<file path="src/rtl/mem_stage_pkg.sv">
// Shared definitions for the MEM pipeline stage.
//   - Control-bundle bit positions: {regwrite, memwrite, memtoreg, lui, jal}.
//   - Access FSM state encoding.
//   - EX/MEM register layout.
//   - Helper that computes the MEM forwarding value.
package mem_stage_pkg;

  localparam int CTRL_W      = 5;
  localparam int CTRL_REGW   = 4;
  localparam int CTRL_MEMW   = 3;
  localparam int CTRL_MEMR   = 2;  // memtoreg: this is a load
  localparam int CTRL_LUI    = 1;
  localparam int CTRL_JAL    = 0;
  localparam int DEF_TIMEOUT = 16;

  typedef enum logic {
    S_IDLE = 1'b0,
    S_WAIT = 1'b1
  } fsm_state_e;

  // Only the low immediate half is kept: lui is the sole consumer.
  typedef struct packed {
    logic [CTRL_W-1:0] ctrl;
    logic [31:0]       alu;
    logic [31:0]       din;
    logic [31:0]       pc;
    logic [15:0]       imm_lo;
    logic [4:0]        dst;
  } ex_mem_t;

  // jal takes priority over lui; pc+4 wraps naturally in 32 bits.
  function automatic logic [31:0] fwd_value(input ex_mem_t r);
    if (r.ctrl[CTRL_JAL])      return r.pc + 32'd4;
    else if (r.ctrl[CTRL_LUI]) return {r.imm_lo, 16'h0000};
    else                       return r.alu;
  endfunction

endpackage

</file>
<file path="src/rtl/mem_access_fsm.sv">
// Data-memory access sequencer for the MEM stage.
//   Inputs : clk, rst_n (sync, active-low), halt (freeze), flush (cancel),
//            access (MEM holds a load/store), misalign (addr[1:0]!=0),
//            dmem_ack (bus done).
//   Outputs: req (bus request), stall (req & ~ack), fault (1-cycle pulse on
//            timeout or misalignment), kill (instruction cancelled while
//            its bus access was outstanding).
// The wait counter holds the number of stall cycles already spent on the
// current access, so a timeout leaves exactly TIMEOUT stall cycles behind it.
module mem_access_fsm
  import mem_stage_pkg::*;
#(
  parameter int TIMEOUT = DEF_TIMEOUT
) (
  input  logic clk,
  input  logic rst_n,
  input  logic halt,
  input  logic flush,
  input  logic access,
  input  logic misalign,
  input  logic dmem_ack,
  output logic req,
  output logic stall,
  output logic fault,
  output logic kill
);

  localparam int CNT_W = $clog2(TIMEOUT + 1);

  fsm_state_e       state, state_nxt;
  logic [CNT_W-1:0] cnt, cnt_nxt;
  logic             kill_q, kill_nxt;
  logic             timeout;

  always_ff @(posedge clk) begin
    if (!rst_n) begin
      state  <= S_IDLE;
      cnt    <= '0;
      kill_q <= 1'b0;
    end else if (!halt) begin
      state  <= state_nxt;
      cnt    <= cnt_nxt;
      kill_q <= kill_nxt;
    end
  end

  assign timeout = (state == S_WAIT) && (cnt == CNT_W'(TIMEOUT));

  always_comb begin
    state_nxt = state;
    cnt_nxt   = cnt;
    kill_nxt  = kill_q;
    req       = 1'b0;
    fault     = 1'b0;
    case (state)
      S_IDLE: begin
        req     = access & ~misalign;
        fault   = access & misalign & ~halt;
        cnt_nxt = '0;
        if (req && !dmem_ack) begin
          state_nxt = S_WAIT;
          cnt_nxt   = CNT_W'(1);
          kill_nxt  = flush;
        end
      end
      S_WAIT: begin
        // Request drops in the timeout cycle; a late ack is ignored.
        req   = ~timeout;
        fault = timeout & ~halt;
        if (timeout || dmem_ack) begin
          state_nxt = S_IDLE;
          cnt_nxt   = '0;
          kill_nxt  = 1'b0;
        end else begin
          cnt_nxt  = cnt + CNT_W'(1);
          kill_nxt = kill_q | flush;
        end
      end
      default: state_nxt = S_IDLE;
    endcase
  end

  assign stall = req & ~dmem_ack;
  assign kill  = kill_q;

endmodule

</file>
<file path="src/rtl/mem_stage.sv">
// MEM stage: EX/MEM register, data-memory access, MEM/WB register.
//   clk, rst_n            : clock, synchronous active-low reset
//   halt, flush           : global freeze, cancel of entering/occupying instr
//   ex_*                  : EX-stage bundle (ctrl, alu, store data, pc, imm, dst)
//   mem_ctrl/fwd/dst      : MEM-stage forwarding view
//   dmem_*                : data-memory bus (req held until ack)
//   mem_stall, mem_fault  : upstream freeze, fault pulse
//   fault_pc              : PC of last faulting instruction
//   wb_*                  : MEM/WB bundle
module mem_stage
  import mem_stage_pkg::*;
#(
  parameter int ADDR_W  = 10,
  parameter int TIMEOUT = DEF_TIMEOUT
) (
  input  logic              clk,
  input  logic              rst_n,
  input  logic              halt,
  input  logic              flush,
  input  logic [CTRL_W-1:0] ex_ctrl,
  input  logic [31:0]       ex_alu,
  input  logic [31:0]       ex_din,
  input  logic [31:0]       ex_pc,
  input  logic [31:0]       ex_imm,
  input  logic [4:0]        ex_dst,
  output logic [CTRL_W-1:0] mem_ctrl,
  output logic [31:0]       mem_fwd,
  output logic [4:0]        mem_dst,
  output logic              dmem_req,
  output logic              dmem_we,
  output logic [ADDR_W-1:0] dmem_addr,
  output logic [31:0]       dmem_wdata,
  input  logic              dmem_ack,
  input  logic [31:0]       dmem_rdata,
  output logic              mem_stall,
  output logic              mem_fault,
  output logic [31:0]       fault_pc,
  output logic [CTRL_W-1:0] wb_ctrl,
  output logic [31:0]       wb_res,
  output logic [31:0]       wb_ram,
  output logic [4:0]        wb_dst
);

  ex_mem_t mem_q, ex_in;
  logic    access, misalign, kill, cancel;
  logic    unused_imm;

  assign unused_imm = ^ex_imm[31:16];

  assign ex_in = '{ctrl:   flush ? '0 : ex_ctrl,
                   alu:    ex_alu,
                   din:    ex_din,
                   pc:     ex_pc,
                   imm_lo: ex_imm[15:0],
                   dst:    ex_dst};

  // EX/MEM: held while stalled; a flush lets a bubble in.
  always_ff @(posedge clk) begin
    if (!rst_n)                  mem_q <= '0;
    else if (!halt && !mem_stall) mem_q <= ex_in;
  end

  assign access   = mem_q.ctrl[CTRL_MEMW] | mem_q.ctrl[CTRL_MEMR];
  assign misalign = |mem_q.alu[1:0];

  mem_access_fsm #(.TIMEOUT(TIMEOUT)) u_fsm (
    .clk      (clk),
    .rst_n    (rst_n),
    .halt     (halt),
    .flush    (flush),
    .access   (access),
    .misalign (misalign),
    .dmem_ack (dmem_ack),
    .req      (dmem_req),
    .stall    (mem_stall),
    .fault    (mem_fault),
    .kill     (kill)
  );

  assign mem_ctrl   = mem_q.ctrl;
  assign mem_dst    = mem_q.dst;
  assign mem_fwd    = fwd_value(mem_q);
  assign dmem_we    = mem_q.ctrl[CTRL_MEMW];
  assign dmem_addr  = mem_q.alu[ADDR_W+1:2];
  assign dmem_wdata = mem_q.din;

  // Killed, flushed or faulted instructions retire as WB bubbles.
  assign cancel = flush | kill | mem_fault;

  always_ff @(posedge clk) begin
    if (!rst_n) begin
      wb_ctrl  <= '0;
      wb_res   <= '0;
      wb_ram   <= '0;
      wb_dst   <= '0;
      fault_pc <= '0;
    end else if (!halt) begin
      if (!mem_stall) begin
        wb_ctrl <= cancel ? '0 : mem_q.ctrl;
        wb_res  <= mem_fwd;
        wb_dst  <= mem_q.dst;
      end
      if (dmem_req && dmem_ack && !dmem_we) wb_ram <= dmem_rdata;
      if (mem_fault) fault_pc <= mem_q.pc;
    end
  end

endmodule

</file>
<file path="config.mk">
export PLATFORM = sky130hd
export DESIGN_NAME = mem_stage
export DESIGN_NICKNAME = d
export VERILOG_FILES = /design/src/rtl/mem_stage_pkg.sv /design/src/rtl/mem_access_fsm.sv /design/src/rtl/mem_stage.sv
export SDC_FILE = /design/constraint.sdc
export NUM_CORES = 1
export LEC_CHECK = 0
export ABC_AREA = 1
export BUFFER_PORTS_ARGS = -buffer_cell sky130_fd_sc_hd__buf_2
export CAP_MARGIN = 30
export CORE_MARGIN = 1.5
export CORE_UTILIZATION = 51
export CTS_BUF_LIST = sky130_fd_sc_hd__clkbuf_2
export CTS_CLUSTER_DIAMETER = 80
export DETAILED_ROUTE_END_ITERATION = 16
export HOLD_SLACK_MARGIN = 0.03
export PLACE_DENSITY_LB_ADDON = 0.12
export SYNTH_ARGS = -nofsm -noshare
export SYNTH_HDL_FRONTEND = slang
export SYNTH_HIERARCHICAL = 1
export SYNTH_SLANG_ARGS = --single-unit
</file>
<file path="constraint.sdc">
create_clock -name clk -period 2.2 [get_ports clk]
set_input_delay 0.44 -clock clk [delete_from_list [all_inputs] [get_ports clk]]
set_output_delay 0.44 -clock clk [all_outputs]
set_load 0.02 [all_outputs]
</file>
==> impl_metrics.csv, run 1 <==
group,metric,value,unit
die,start_util,52.0,%
run_status,violations,"setup timing",
synthesis,synth_xor_area_share,0.432,%
sta,totalNegativeSetupSlack,-14.48,ns
cts,cts_buffers,58,
sta,whs,0.0910,ns
critical_path,path_cells,"buf_6 -> nand2_4 -> nor2_4 -> nand2_4 -> nor2_4 -> nand2_1 -> nand2_1 -> nand3_2 -> nand2_2 -> buf_6",
placed_design,io_buffers,352,
die,io-pin-count,369,
power_and_ir_drop,p_per_area,685,nW/um2
power_and_ir_drop,leakagePower,7.40,nW
routing,wl_per_cell,15.8,um
routing,dr_total_vias,11200,
grt,antenna_found_initial,2,
synthesis,synthMostInstantiatedCell,"nor2_1",
final_layout,fin_nets,2097,
critical_path,reg2reg_from,"u_fsm/cnt[0]",
synthesis,synthesis.area,10100,um2
routing,wl,35000,um
routing,routed-wl-met3,2660,um
placed_design,place_ws,0.180,ns
worst_hold_path,min_from,"ex_ctrl[1]",
routing,drt-initial-drc-count,594,
synthesis,yosysUniqueCellTypes,29,
cts,clock-sinks,235,
critical_path,critPathMaxStageDelay,0.37,ns
synthesis,synth.area.top_cells,"dfxtp_1 46%, nor2_1 16%, o21ai_0 11%, nand2_1 4.7%, buf_4 3.9%",
synthesis,synth.net_count,1607,
critical_path,rr_endpoint,"wb_ctrl[4]",
synthesis,muxShareOfSynthArea,0,%
cts,clock_latency,0.84,ns
run_status,status,"complete, but fails checks",
critical_path,cp-end-kind,"primary output",
final_layout,multiInputGateArea,4820,um2
placed_design,dp_hpwl,20900,um
worst_hold_path,hold_class,"in2reg",
synthesis,ys.warnings.count,6,
synthesis,yosys.area_share.simple,26.0,%
grt,grt_max_degree,145,
cts,root_buffer,"clkbuf_2",
sta,fin_ws,-0.587,ns
final_layout,drive_gt1_share,32.6,%
critical_path,critPathArrivalTime,2.35,ns
sta,final_max_slew_viol_count,0,
grt,grt_use_total,32.1,%
sta,clock.fmax,359,MHz
routing,drt-met1-wl,14400,um
synthesis,synth-compound-area-share,16.2,%
synthesis,synth_edf_count,0,
routing,routed.top_layer,"met4",
sta,tightest_slew,0.537,ns
sta,relSlewSlack,64.2,%
synthesis,async_reset_ff_share,0,%
critical_path,worst_path_max_delay_cell,"dfxtp_2",
cts,path_clk_slew,0.10,ns
sta,skew,0.0319,ns
placed_design,dpl_cell_area,11800,um2
routing,drtPass1Iterations,6,
final_layout,syn2layout_area_growth,47.5,%
die,row_count,51,
die,core,19500,um2
placed_design,gp_congestion,0.917,
grt,grt_pass1_wl,52300,um
die,die-area,20700,um2
synthesis,synth_cells,1429,
routing,via_per_inst,5.05,
critical_path,start_kind,"flip-flop",
synthesis,avgSynthCellArea,7.09,um2
synthesis,synthAdderAreaFrac,0.371,%
cts,cts_tree,"yes",
sta,grt_setup_unrepaired,"true",
sta,setup_viol,35,
critical_path,crit_type,"reg2out",
synthesis,ys_seq_elements,235,
sta,finalCriticalPeriod,2.79,ns
synthesis,yosys.area.top_type,"dfxtp_1",
routing,wl_met2,17000,um
cts,htree_levels,2,
final_layout,seq_area,4750,um2
grt,grt_pass1_vias,10500,
final_layout,fill_cells,1452,
synthesis,synth_top_family_by_area,"simple AND/OR/NAND/NOR gates",
grt,overflow,0,
die,die_w,144,um
cts,cts_buffer_depth,3,
critical_path,reg2regPathDepth,13,
routing,post-route-drc-count,0,
final_layout,final_area,14900,um2
flow_run,maxCapViolations,0,
synthesis,synthFlopType,"dfxtp_1",
worst_hold_path,hold_depth,4,
sta,fin_crit_sh,127,%
routing,ant_nets,0,
critical_path,r2r_setup_slack,0.14,ns
critical_path,worstPathRequired,1.76,ns
power_and_ir_drop,ir_worst_vdd,485,uV
synthesis,netlist_top_cells_count,"422 x nor2_1, 235 x dfxtp_1, 227 x o21ai_0",
worst_hold_path,worst_hold_path.endpoint,"mem_ctrl[1]",
synthesis,ys_seq_area_share,46.5,%
sta,timing_hold_violations_final,0,
synthesis,yosys.area.top_type_share,46.5,%
die,die_h,144,um
critical_path,worstPathMaxFanout,5,
-- state kept, by name, indices dropped and copies added, names as in the netlist, 5 cells and up --
| register | flops |
|---|---|
| u_fsm/cnt | 5 |
| wb_res | 32 |
| dmem_wdata | 32 |
| fault_pc | 32 |
| mem_ctrl | 5 |
| mem_dst | 5 |
| mem_q | 70 |
| wb_dst | 5 |
| dmem_addr | 10 |
| wb_ram | 32 |
| wb_ctrl | 5 |
-- how the worst max path moves through the flow --
stage                     depth (start not counted)  slack, ns   startpoint           to
after floorplan                                   9       0.09  mem_ctrl[3]   mem_q[100]
after global placement                           10       0.20    mem_q[23]  mem_fwd[16]
after detailed placement                          9       0.18    mem_q[37]  mem_fwd[31]
after CTS                                        10      -0.63    mem_q[23]  mem_fwd[22]
after global routing                             10      -0.71    mem_q[24]  mem_fwd[22]
final                                            10      -0.59    mem_q[23]  mem_fwd[31]
-- critical path: cells and delay by family (launching register included) --
kind,cells,cell delay [ns]
AND/OR/NAND/NOR,8,0.89
flip-flops,1,0.37
buffers and inverters,2,0.23
-- through the flow --
step	instances	total power, W	utilization [%]
finish	2218	0.0102	76.8
global route	2218	0.0107	76.8
CTS	2204	0.0102	75.2
detailed placement	1932	0.00698	60.6
global placement	1932	0.00695	60.6
floorplan	1429	0.00629	-
-- what timing repair did --
action | 4_1_cts | 5_1_grt
endpoints found under the setup margin | 35 | 40
hold buffers | 155 | 0
pin swaps | 30 | 21
gates cloned | 7 | 0
buffers inserted | 18 | 13
gates resized for setup | 185 | 51
hold endpoints to repair | 157 | 0
-- cell usage in the layout (no fill, tap or decap), types with 2 or more instances in the layout --
cell,netlist,layout
a21oi_2,1,2
ha_4,0,2
nor2_4,7,15
inv_1,84,78
nand4_1,3,3
buf_4,53,38
diode_2,0,2
o21ai_4,0,5
clkinv_1,0,9
dlygate4sd3_1,0,155
o21ai_0,227,218
xor2_1,5,5
nand2_1,128,92
a21oi_1,56,54
inv_4,0,2
buf_16,0,3
buf_2,12,316
nor2_2,9,10
buf_6,0,37
clkbuf_2,0,81
inv_6,0,3
o21ai_1,15,17
nand3_2,0,22
o21bai_1,5,4
dfxtp_4,0,6
a211oi_1,5,5
nor2_1,422,413
inv_2,7,10
o211ai_1,8,8
nand3_1,60,37
nand2_2,5,28
o21ai_2,1,3
dfxtp_1,235,212
buf_12,0,12
inv_8,0,2
nand2_4,4,16
dfxtp_2,0,17
-- logic make-up (layout without fill, tap and decap cells) --
family          Yosys count  in the layout
simple gates            642            642
compound gates          318            318
flops                   235            235
buf+inv                 226            748
xor+xnor                  5              5
fa+ha+maj                 3              3
other cells               0              2
-- report_power, final --
part | total, W | internal, W | switching (W) | leakage [nW]
registers | 0.00486 | 0.00462 | 0.000242 | 1.95
logic | 0.00268 | 0.00111 | 0.00157 | 5.10
clock network | 0.00269 | 0.000977 | 0.00171 | 0.355
total | 0.0102 | 0.00671 | 0.00352 | 7.40
-- cell type report --
| type | instances | share of cell area (%) |
|---|---|---|
| diodes | 2 | 0.0335 |
| clock buffers | 81 | 2.71 |
| clock inverters | 11 | 0.335 |
| inverters | 91 | 2.40 |
| multi-input cells | 968 | 32.3 |
| flip-flops and latches | 235 | 31.8 |
| well taps | 265 | 2.22 |
| repair buffers | 562 | 28.1 |
| repair inverters | 3 | 0.159 |
-- metal layers --
layer / track usage (%) / up-vias
li1: - / 5532
met1: 38.7 / 5145
met2: 54.5 / 456
met3: 7.93 / 69
met4: 12.9 / 0
met5: 0 / -
Note: power is estimated with default switching activity, not from simulation.
==> run 2: changes to the inputs <==
- CORE_ASPECT_RATIO: not set -> 0.75
==> run 2 against run 1 <==
Against the previous run:
- the flow still finishes with violations (setup timing)
- die area about the same
- hold slack improved by 0.041 ns
- sequential power about the same
- design area up 1.6%
- critical path depth down 1
- global-route usage rose by 1.5 points
- utilization grew 1.6 points
- power is 2.7% higher
- fmax rose by 0.70%
- critical path type unchanged
==> impl_metrics.csv, run 2 (synthesis gave the netlist of run 1 again) <==
group,metric,value,unit
final_layout,seq_area,4770,um2
sta,clock.fmax,361,MHz
cts,cts_buffer_depth,3,
final_layout,multiInputGateArea,4820,um2
power_and_ir_drop,power_frac_seq,46.4,%
die,die-area,20700,um2
final_layout,regMostFlops,"mem_q",
sta,grt_setup_unrepaired,"true",
final_layout,fill_cells,1381,
run_status,status,"complete, but fails checks",
sta,timing_hold_violations_final,0,
cts,path_clk_slew,0.11,ns
routing,ant_nets,0,
power_and_ir_drop,p_per_area,692,nW/um2
routing,wl,36700,um
routing,wl_per_cell,16.5,um
power_and_ir_drop,clkPwrFrac,27.5,%
sta,skew,0.0641,ns
placed_design,io_buffers,352,
grt,grt_pass1_vias,10900,
worst_hold_path,hold_class,"in2reg",
placed_design,gp_congestion,0.904,
sta,fin_ws,-0.568,ns
power_and_ir_drop,power.switching,0.00361,W
grt,grt_max_degree,114,
critical_path,start_kind,"flip-flop",
critical_path,worstPathRequired,1.76,ns
sta,final_max_slew_viol_count,0,
cts,cts_tree,"yes",
die,start_util,52.3,%
critical_path,crit_type,"reg2out",
power_and_ir_drop,p_int,0.00690,W
sta,tightest_slew,0.483,ns
sta,fin_crit_sh,126,%
final_layout,largest_register_ffs,70,
power_and_ir_drop,ir_worst_vdd,502,uV
die,io-pin-count,369,
grt,grt_pass1_wl,56500,um
routing,via_per_inst,5.20,
final_layout,mostFrequentLayoutCells,"401 x nor2_1, 317 x buf_2, 212 x o21ai_0",
final_layout,stdcell_count,2221,
critical_path,critPathArrivalTime,2.33,ns
sta,relSlewSlack,67.8,%
grt,grt_use_total,33.6,%
grt,antenna_found_initial,2,
die,die_h,125,um
power_and_ir_drop,finalPower,0.0105,W
power_and_ir_drop,netSwitchingFraction,34.3,%
placed_design,dp_hpwl,21800,um
placed_design,dpl_cell_area,11800,um2
run_status,violations,"setup timing",
critical_path,worstPathMaxFanout,6,
cts,htree_levels,2,
sta,setup_viol,35,
flow_run,maxCapViolations,0,
sta,totalNegativeSetupSlack,-13.94,ns
cts,clock-sinks,235,
critical_path,cp-end-kind,"primary output",
power_and_ir_drop,power_frac_comb,26.2,%
placed_design,post-place-cells,1925,
grt,overflow,0,
cts,clock_latency,0.85,ns
sta,finalCriticalPeriod,2.77,ns
power_and_ir_drop,leakagePower,7.54,nW
die,die_w,166,um
final_layout,fin_nets,2110,
die,row_count,44,
routing,dr_total_vias,11600,
cts,root_buffer,"clkbuf_2",
final_layout,drive_gt1_share,34.0,%
cts,cts_buffers,54,
routing,drtPass1Iterations,5,
final_layout,final_common_cell,"nor2_1",
final_layout,syn2layout_area_growth,49.9,%
routing,post-route-drc-count,0,
final_layout,final_area,15200,um2
routing,drt-initial-drc-count,1016,
die,core,19400,um2
## run 2: cell types whose count changed in the layout (fill, tap and decap cells not counted), moves of 5 or more
cell,before,now
buf_4,38,50
nor2_1,413,401
nor2_2,10,18
clkbuf_2,81,74
dfxtp_4,6,13
o21ai_0,218,212
dfxtp_2,17,12
nand2_4,16,11
o21ai_2,3,8
## run 2: critical path, cell delays in order (launching register included)
cell,delay (ns)
dfxtp_2,0.38
ha_4,0.15
nand2_4,0.05
nor2_4,0.15
nand2_4,0.12
buf_4,0.15
o21bai_1,0.15
nand3_2,0.12
nand2_2,0.09
buf_6,0.12
## run 2: worst paths after layout
kind / startpoint / endpoint / slack, ns / depth (start not counted)
worst max-delay path: mem_q[24] / mem_fwd[18] / -0.57 / 9
worst min register to register: mem_q[98] / mem_q[98] / 0.49 / 2
worst min-delay path: rst_n / mem_q[23] / 0.13 / 4
worst max register to register: u_fsm/cnt[1] / fault_pc[7] / 0.03 / 18
## run 2: cell type report
cell class                 count  share of cell area [%]
antenna                        2                  0.0330
clock buffer                  74                    2.44
clock inverter                16                   0.783
inverter                      91                    2.39
multi-input combinational    968                    31.8
sequential                   235                    31.4
tap                          253                    2.08
timing repair buffer         580                    29.0
timing repair inverter         2                  0.0659
## run 2: per-layer routing
layer  global-route usage [%]  up-vias  part of all wire, %
met2                     54.0      554                   46
met1                     44.0     5346                   43
met5                        0        -                    0
li1                         -     5570                    -
met3                     8.48       82                  8.6
met4                     11.5        0                  2.7
## run 2: power by group through the flow
stage / clock network (W) / logic [W] / registers [W]
after floorplan: 0 / 0.00124 / 0.00505
after global placement: 0 / 0.00205 / 0.00491
after detailed placement: 0 / 0.00208 / 0.00492
after CTS: 0.00291 / 0.00258 / 0.00485
after global routing: 0.00316 / 0.00295 / 0.00491
final: 0.00289 / 0.00275 / 0.00487
## run 2: timing repair
item                                   4_1_cts  5_1_grt
pin swaps                                   28       30
endpoints found under the hold margin      156        0
setup buffers                               20       21
setup endpoints to repair                   36       71
gates cloned                                 6        4
hold buffers                               156        0
resized for setup                          195       76
## run 2: through the flow
stage,setup WS [ns],hold WS [ns],util (%)
2_1_floorplan,0.0941,0.444,-
3_3_place_gp,0.179,0.456,60.8
3_5_place_dp,0.138,0.465,60.8
4_1_cts,-0.581,0.0846,75.8
5_1_grt,-0.760,0.0877,78.4
6_report,-0.568,0.132,78.4
